File: src/rtl/comparator_pkg.sv
// Shared types and helpers for the hierarchical unsigned magnitude comparator.
package comparator_pkg;

  localparam int unsigned CMP_WIDTH  = 32;
  localparam int unsigned CMP_CELL_W = 4;
  localparam int unsigned CMP_NCELLS = CMP_WIDTH / CMP_CELL_W;

  // One-hot compare outcome; all-zero means "no result yet".
  typedef struct packed {
    logic eq;
    logic gt;
    logic lt;
  } cmp_res_t;

  localparam cmp_res_t CMP_RES_NONE = '{eq: 1'b0, gt: 1'b0, lt: 1'b0};

  // Combine the result of a more-significant slice (hi) with a less-significant one (lo).
  // The high slice decides unless it is equal, in which case the low slice decides.
  function automatic cmp_res_t cmp_merge(cmp_res_t hi, cmp_res_t lo);
    cmp_res_t r;
    r.eq = hi.eq & lo.eq;
    r.gt = hi.gt | (hi.eq & lo.gt);
    r.lt = hi.lt | (hi.eq & lo.lt);
    return r;
  endfunction

endpackage

File: src/rtl/comparator_4_bit.sv
// Combinational leaf compare cell: unsigned nibble compare with a one-hot result.
module comparator_4_bit
  import comparator_pkg::*;
#(
  parameter int unsigned CellW = CMP_CELL_W
) (
  input  logic [CellW-1:0] a_i,
  input  logic [CellW-1:0] b_i,
  output cmp_res_t         res_o
);

  // Exactly one flag set for any known pair of inputs.
  always_comb begin
    res_o = CMP_RES_NONE;
    if (a_i == b_i) begin
      res_o.eq = 1'b1;
    end else if (a_i > b_i) begin
      res_o.gt = 1'b1;
    end else begin
      res_o.lt = 1'b1;
    end
  end

endmodule

File: src/rtl/comparator_32_bit.sv
// Registered unsigned magnitude comparator built from nibble cells merged MSB-first.
// EQ/GT/LT are one-hot one cycle after A/B are sampled; all zero during/after reset.
module comparator_32_bit
  import comparator_pkg::*;
#(
  parameter int unsigned WIDTH      = CMP_WIDTH,
  parameter int unsigned CELL_W     = CMP_CELL_W,
  // 1: balanced pairwise tree, 0: linear chain. Both give identical results.
  parameter bit          TREE_MERGE = 1'b1
) (
  input  logic             clk,
  input  logic             rst,
  input  logic [WIDTH-1:0] A,
  input  logic [WIDTH-1:0] B,
  output logic             EQ,
  output logic             GT,
  output logic             LT
);

  // WIDTH is expected to be a whole number of cells.
  localparam int unsigned NCells  = WIDTH / CELL_W;
  localparam int unsigned NLevels = (NCells > 1) ? $clog2(NCells) : 1;

  cmp_res_t cell_res [NCells];
  cmp_res_t merged;
  cmp_res_t res_d, res_q;

  // Leaf cells: cell i covers bits [CELL_W*i +: CELL_W]; cell NCells-1 holds the MSBs.
  for (genvar gi = 0; gi < NCells; gi++) begin : g_cell
    comparator_4_bit #(
      .CellW (CELL_W)
    ) u_cell (
      .a_i   (A[gi*CELL_W +: CELL_W]),
      .b_i   (B[gi*CELL_W +: CELL_W]),
      .res_o (cell_res[gi])
    );
  end

  if (TREE_MERGE) begin : g_tree
    // Pairwise reduction: each level merges neighbours (odd index is the higher slice);
    // an unpaired top entry is passed up unchanged.
    always_comb begin
      cmp_res_t lvl [NCells];
      int unsigned n;
      for (int i = 0; i < NCells; i++) begin
        lvl[i] = cell_res[i];
      end
      n = NCells;
      for (int l = 0; l < NLevels; l++) begin
        for (int j = 0; j < NCells / 2; j++) begin
          if (j < n / 2) begin
            lvl[j] = cmp_merge(lvl[2*j+1], lvl[2*j]);
          end
        end
        if ((n % 2) == 1 && n > 1) begin
          lvl[n/2] = lvl[n-1];
        end
        n = (n + 1) / 2;
      end
      merged = lvl[0];
    end
  end else begin : g_chain
    // Linear chain from the MSB cell down to the LSB cell.
    always_comb begin
      merged = cell_res[NCells-1];
      for (int i = NCells - 2; i >= 0; i--) begin
        merged = cmp_merge(merged, cell_res[i]);
      end
    end
  end

  // Next result is simply the merged compare of the current inputs.
  always_comb begin
    res_d = merged;
  end

  // Result register; synchronous reset discards any in-flight result.
  always_ff @(posedge clk) begin
    if (rst) begin
      res_q <= CMP_RES_NONE;
    end else begin
      res_q <= res_d;
    end
  end

  assign EQ = res_q.eq;
  assign GT = res_q.gt;
  assign LT = res_q.lt;

endmodule

File: config.mk
export PLATFORM = sky130hd
export DESIGN_NAME = comparator_32_bit
export DESIGN_NICKNAME = d
export VERILOG_FILES = /design/src/rtl/comparator_pkg.sv /design/src/rtl/comparator_4_bit.sv /design/src/rtl/comparator_32_bit.sv
export SDC_FILE = /design/constraint.sdc
export NUM_CORES = 1
export LEC_CHECK = 0
export ABC_AREA = 1
export BUFFER_PORTS_ARGS = -buffer_cell sky130_fd_sc_hd__clkbuf_2
export CORE_ASPECT_RATIO = 1.1
export CORE_MARGIN = 2
export CORE_UTILIZATION = 45
export CTS_BUF_LIST = sky130_fd_sc_hd__clkbuf_4
export DETAILED_ROUTE_END_ITERATION = 6
export HOLD_SLACK_MARGIN = 0.05
export PLACE_DENSITY_LB_ADDON = 0.08
export REMOVE_ABC_BUFFERS = 1
export SYNTH_ARGS = -nofsm -noshare
export SYNTH_HDL_FRONTEND = slang
export SYNTH_SLANG_ARGS = --single-unit
File: constraint.sdc
create_clock -name clk -period 1.54 [get_ports clk]
set_input_delay 0.308 -clock clk [delete_from_list [all_inputs] [get_ports clk]]
set_output_delay 0.308 -clock clk [all_outputs]
set_load 0.05 [all_outputs]
==> key figures, run 1 <==
Cells and area
  • Post-route cell area: 1570 um2
  • Most frequent cells in the layout: clkbuf_2, inv_1, nand2_1, ha_1, nor2_1
  • Nets: 368
  • Commonest non-fill, non-tap cell in the layout: clkbuf_2
  • Filler cells: 279
  • Post-Layout Cell Count: 300
  • Final core occ: 63.5%
  • ANT cells: 0
  • Area growth, synth to finish: 35.2%
  • Share of layout cells above drive strength 1: 31.2%

Drt
  • DRC violations left: 0
  • Antenna Nets Post-Route: 0
  • DRT iter0 DRCs: 11
  • Post-DR vias/cell: 4.23
  • DR vias: 1270
  • Routed wire per std cell: 6.82 um
  • Total routed wirelength: 2050 um
  • Router iterations before antenna repair: 4

Die
  • Die X: 52.4 um
  • # IOs: 69
  • # rows: 19
  • Core Region: 2470 um2
  • Die area: 3000 um2
  • Die height: 57.3 um
  • Starting Density: 47.0%

Pwr
  • Clock share of power: 25.3%
  • Sw Pwr: 0.235 mW
  • Logic pwr share: 60.6%
  • Peak supply drop: 0.236 mV
  • Pleak: 1.09 nW
  • Power Density: 386 nW/um2
  • Sequential fraction of design power: 14.1%
  • Sw Share: 38.7%
  • Internal power: 0.372 mW
  • Power Total: 0.606 mW

Worst hold path
  • Hold path startpoint: rst
  • Hold Path Class: in -> reg
  • Hold worst-path end: GT
  • Hold depth: 2

Clock network
  • Hold buffers post-CTS: 0
  • CTS Buffer Depth: 2
  • Post-CTS sizing: 0
  • CTS clk-pin slew, worst paths: 0.04 ns
  • H-tree depth: 1
  • CTS tree: done
  • Num CTS Buffers: 3
  • CTS sink count: 3
  • CTS root buf: clkbuf_4
  • Post-CTS Setup Bufs: 0

Critical path
  • Critical path launch point: B[19]
  • CP endpoint kind: flip-flop
  • Worst EP arrival: 1.48 ns
  • Worst Path Max Fanout: 3
  • Critical path required time: 1.70 ns
  • CP startpoint kind: input pin
  • WS Path Type: in -> reg

Placement
  • Pre-CTS WS: -0.0157 ns
  • Post-DP Area: 1540 um2
  • Placed cells: 296
  • Hpwl dp: 2010 um
  • PortBufs: 68
  • GP Congestion: 0.729

GRT
  • Global-route wire length before repair: 3620 um
  • Gr ovfl total: 0
  • Initial antenna violation count: 0
  • Maximum number of pins on one net before global-route repair: 5
  • Vias in the first global route: 1040
  • Gr usage total: 14.7%

STA
  • Min cycle time layout: 1.33 ns
  • Worst relative slew slack: 81.3%
  • Finish-stage setup viols: 0
  • RSZ-0062 raised after global routing: no
  • Worst-Margin Slew: 0.282 ns
  • Setup WS post-layout: 0.215 ns
  • Endpoints failing hold: 0
  • Fmax: 0.755 GHz
  • Final slew viol count: 0
  • Final worst path period share: 86.1%

Synthesis
  • Most area-consuming cells after synthesis: ha_1, inv_1, nand2_1
  • Area leader, netlist: ha_1
  • Library cells used by synthesis: 20
  • Post-synth top area share: 34.5%
  • Yosys warns: 0
  • Avg Inst Size Synth: 5.89 um2
  • FF+latch count, synth: 3
  • Register area share after synthesis: 5.17%
  • Cell Area, Synth: 1160 um2
  • Syn Inst Count: 197

Run status
  • Outcome: complete, no violations

Flow run
  • MaxCap Viol Count: 0
cell type report:
| type | instances | area (um2) | share of cell area (%) |
|---|---|---|---|
| flip-flops and latches | 3 | 60.1 | 3.82 |
| inverters | 59 | 221 | 14.1 |
| multi-input cells | 135 | 880 | 56.0 |
| well taps | 31 | 38.8 | 2.47 |
| clock buffers | 4 | 30.0 | 1.91 |
| repair buffers | 68 | 340 | 21.7 |
cells in the mapped netlist:
cell type,number
ha_1,32
clkinv_1,2
inv_1,56
and2_0,1
nand3_1,8
nor4_1,1
a21o_1,1
nand2_2,4
o21bai_2,1
nor2_2,3
o21ai_1,1
nand4_1,2
o21bai_1,2
nor2_1,14
nand3b_1,1
dfxtp_1,3
inv_2,1
nor2_4,3
a21oi_1,7
nand2_1,54
layer usage:
layer / global-route usage (%) / part of all wire, %
met5: 0 / 0
met4: 2.20 / 0
met3: 2.36 / 8.6
met2: 25.7 / 46
met1: 19.0 / 46
flip-flops by register name, indices dropped and copies added, names as in the netlist:
| signal | count |
|---|---|
| LT | 1 |
| EQ | 1 |
| GT | 1 |
stage by stage:
step                hold slack (ns)  TNS (ns)
finish                        0.263         0
global route                  0.282         0
CTS                           0.261         0
detailed placement            0.503   -0.0157
global placement              0.505         0
floorplan                     0.377         0
power groups by stage:
stage          registers, mW  logic (mW)  clock network (mW)
6_report              0.0854       0.368               0.153
3_5_place_dp          0.0868       0.373                   0
2_1_floorplan          0.107       0.228                   0
5_1_grt               0.0858       0.436               0.161
4_1_cts               0.0856       0.376               0.157
3_3_place_gp          0.0863       0.370                   0
worst max-delay path, stage by stage:
cell	delay, ns
clkbuf_2	0.07
inv_1	0.04
ha_1	0.29
nand2_1	0.06
inv_1	0.06
nand3_1	0.12
nor2_2	0.13
nand2_2	0.08
clkinv_1	0.06
nand3_1	0.07
nand2_1	0.07
nor2_1	0.04
nor2_1	0.10
logic make-up (layout without fill, tap and decap cells):
kind of cell | count (synthesis) | count (layout) | synth area share, %
AO/OA/AOI/OAI | 12 | 12 | 6.36
adder cells (fa/ha/maj) | 32 | 32 | 34.5
buffers and inverters | 59 | 131 | 19.1
flip-flops | 3 | 3 | 5.17
AND/OR/NAND/NOR | 91 | 91 | 34.9
worst max path at each step:
stage,end,slack (ns)
2_1_floorplan,LT,0.15
3_3_place_gp,LT,0.03
3_5_place_dp,LT,-0.02
4_1_cts,LT,0.22
5_1_grt,LT,0.08
6_report,LT,0.21
Note: power is estimated with default switching activity, not from simulation.
==> inputs of run 2 (changes only) <==
SETUP_SLACK_MARGIN = 0.5   (was not set)
==> key figures, run 2 (synthesized netlist as in run 1, its figures left out) <==
Placement
  • Hpwl dp: 2010 um (unchanged)
  • Post-DP Area: 1540 um2 (unchanged)
  • Pre-CTS WS: -0.0157 ns (unchanged)
  • PortBufs: 68 (unchanged)
  • GP Congestion: 0.729 (unchanged)

Cells and area
  • Commonest non-fill, non-tap cell in the layout: clkbuf_2
  • Nets: 371 (+0.82%)
  • Filler cells: 160 (-43%)
  • Share of layout cells above drive strength 1: 53.3% (+22 points)
  • Most frequent cells in the layout: clkbuf_2, nand2_1, inv_1, ha_4, inv_2
  • ANT cells: 0 (unchanged)
  • Area growth, synth to finish: 78.7%
  • Post-route cell area: 2070 um2 (+32%)

GRT
  • Vias in the first global route: 1160 (+12%)
  • Global-route wire length before repair: 4270 um (+18%)
  • Maximum number of pins on one net before global-route repair: 5 (unchanged)
  • Gr ovfl total: 0 (unchanged)
  • Initial antenna violation count: 0 (unchanged)
  • Gr usage total: 18.1% (+3.4 points)

Clock network
  • CTS clk-pin slew, worst paths: 0.04 ns (about the same)
  • CTS tree: done
  • CTS sink count: 3 (unchanged)
  • Num CTS Buffers: 3 (unchanged)
  • CTS root buf: clkbuf_4
  • CTS Buffer Depth: 2 (unchanged)
  • Hold buffers post-CTS: 0 (unchanged)
  • H-tree depth: 1 (unchanged)

Die
  • Die area: 3000 um2 (unchanged)
  • Die height: 57.3 um (unchanged)
  • # IOs: 69 (unchanged)
  • Core Region: 2470 um2 (unchanged)
  • Starting Density: 47.0% (unchanged)
  • Die X: 52.4 um (unchanged)
  • # rows: 19 (unchanged)

Drt
  • Total routed wirelength: 3240 um (+58%)
  • Post-DR vias/cell: 4.67 (+10%)
  • Routed wire per std cell: 10.7 um (+57%)
  • DR vias: 1414 (+11%)
  • Router iterations before antenna repair: 4 (unchanged)
  • DRC violations left: 0 (unchanged)
  • Antenna Nets Post-Route: 0 (unchanged)
  • DRT iter0 DRCs: 12 (+1)

Run status
  • Outcome: complete, no violations

Worst hold path
  • Hold depth: 2 (unchanged)
  • Hold Path Class: in -> reg
  • Hold worst-path end: GT
  • Hold path startpoint: rst

Critical path
  • CP endpoint kind: flip-flop
  • Worst Path Max Fanout: 2 (-1)
  • Critical path required time: 1.70 ns (about the same)
  • WS Path Type: in -> reg
  • Worst EP arrival: 1.46 ns (-0.02 ns)
  • CP startpoint kind: input pin

STA
  • RSZ-0062 raised after global routing: yes
  • Worst relative slew slack: 83.2% (+1.9 points)
  • Setup TNS: 0 ns (unchanged)
  • Finish-stage setup viols: 0 (unchanged)
  • Worst-Margin Slew: 0.251 ns (-0.0313 ns)
  • Final slew viol count: 0 (unchanged)
  • Hold_ws: 0.306 ns (+0.0423 ns)
  • Endpoints failing hold: 0 (unchanged)
  • Min cycle time layout: 1.29 ns (-0.0316 ns)
  • Fmax: 0.773 GHz (+2.4%)
  • Final worst path period share: 84.0% (-2.1 points)
  • Setup WS post-layout: 0.246 ns (+0.0316 ns)

Pwr
  • Pleak: 1.18 nW (+8.3%)
  • Peak supply drop: 0.312 mV (+32%)
  • Power Density: 388 nW/um2 (+0.46%)

Flow run
  • MaxCap Viol Count: 0 (unchanged)
[run 2: metal layers]
metal	wire (um)	part of all wire (%)	track usage, %	vias up
li1	-	-	-	750
met2	1820	56	35.4	53
met3	166	5.1	1.83	6
met1	1220	38	21.0	605
met5	0	0	0	-
met4	30	0.93	2.20	0
[run 2: report_power, final]
part / switching, mW / leakage, nW / internal [mW]
sequential: 0.00448 / 0.0247 / 0.0840
combinational: 0.284 / 1.14 / 0.275
clock: 0.0428 / 0.0184 / 0.115
[run 2: worst max path at each step]
stage                     to   from  slack [ns]  cells after the start
after floorplan           LT  B[31]        0.15                      9
after global placement    LT  B[31]        0.03                     10
after detailed placement  LT  B[19]       -0.02                     13
after CTS                 LT  B[19]        0.26                     13
after global routing      LT   B[6]        0.13                     12
final                     LT   B[6]        0.25                     12
[run 2: worst max-delay path, cell delays in order]
cell and delay [ns]:
clkbuf_2 0.08, inv_1 0.03, ha_1 0.27, nand2_1 0.09, nor2_1 0.04, nor2_1 0.20, nand2_1 0.10, nand2_1 0.09
nand2_1 0.06, nand2_1 0.05, nor2_1 0.04, nor2_1 0.10
[run 2: layout make-up]
cell class	count	area, um2	area share, %
multi-input combinational	135	1270	61.5
timing repair buffer	71	448	21.6
inverter	59	223	10.7
sequential	3	60.1	2.90
tap	31	38.8	1.87
clock buffer	4	30.0	1.45
[run 2: through the flow]
step / utilization (%) / power (mW) / std cells
after floorplan: - / 0.335 / 197
after global placement: 62.3 / 0.457 / 296
after detailed placement: 62.3 / 0.460 / 296
after CTS: 72.0 / 0.685 / 303
after global routing: 83.9 / 0.878 / 303
final: 83.9 / 0.805 / 303
[run 2: what timing repair did]
| item | 4_1_cts | 5_1_grt |
|---|---|---|
| resized for setup | 33 | 54 |
| setup endpoints to repair | 6 | 4 |
| pin swaps | 20 | 32 |
| setup buffers | 3 | 0 |
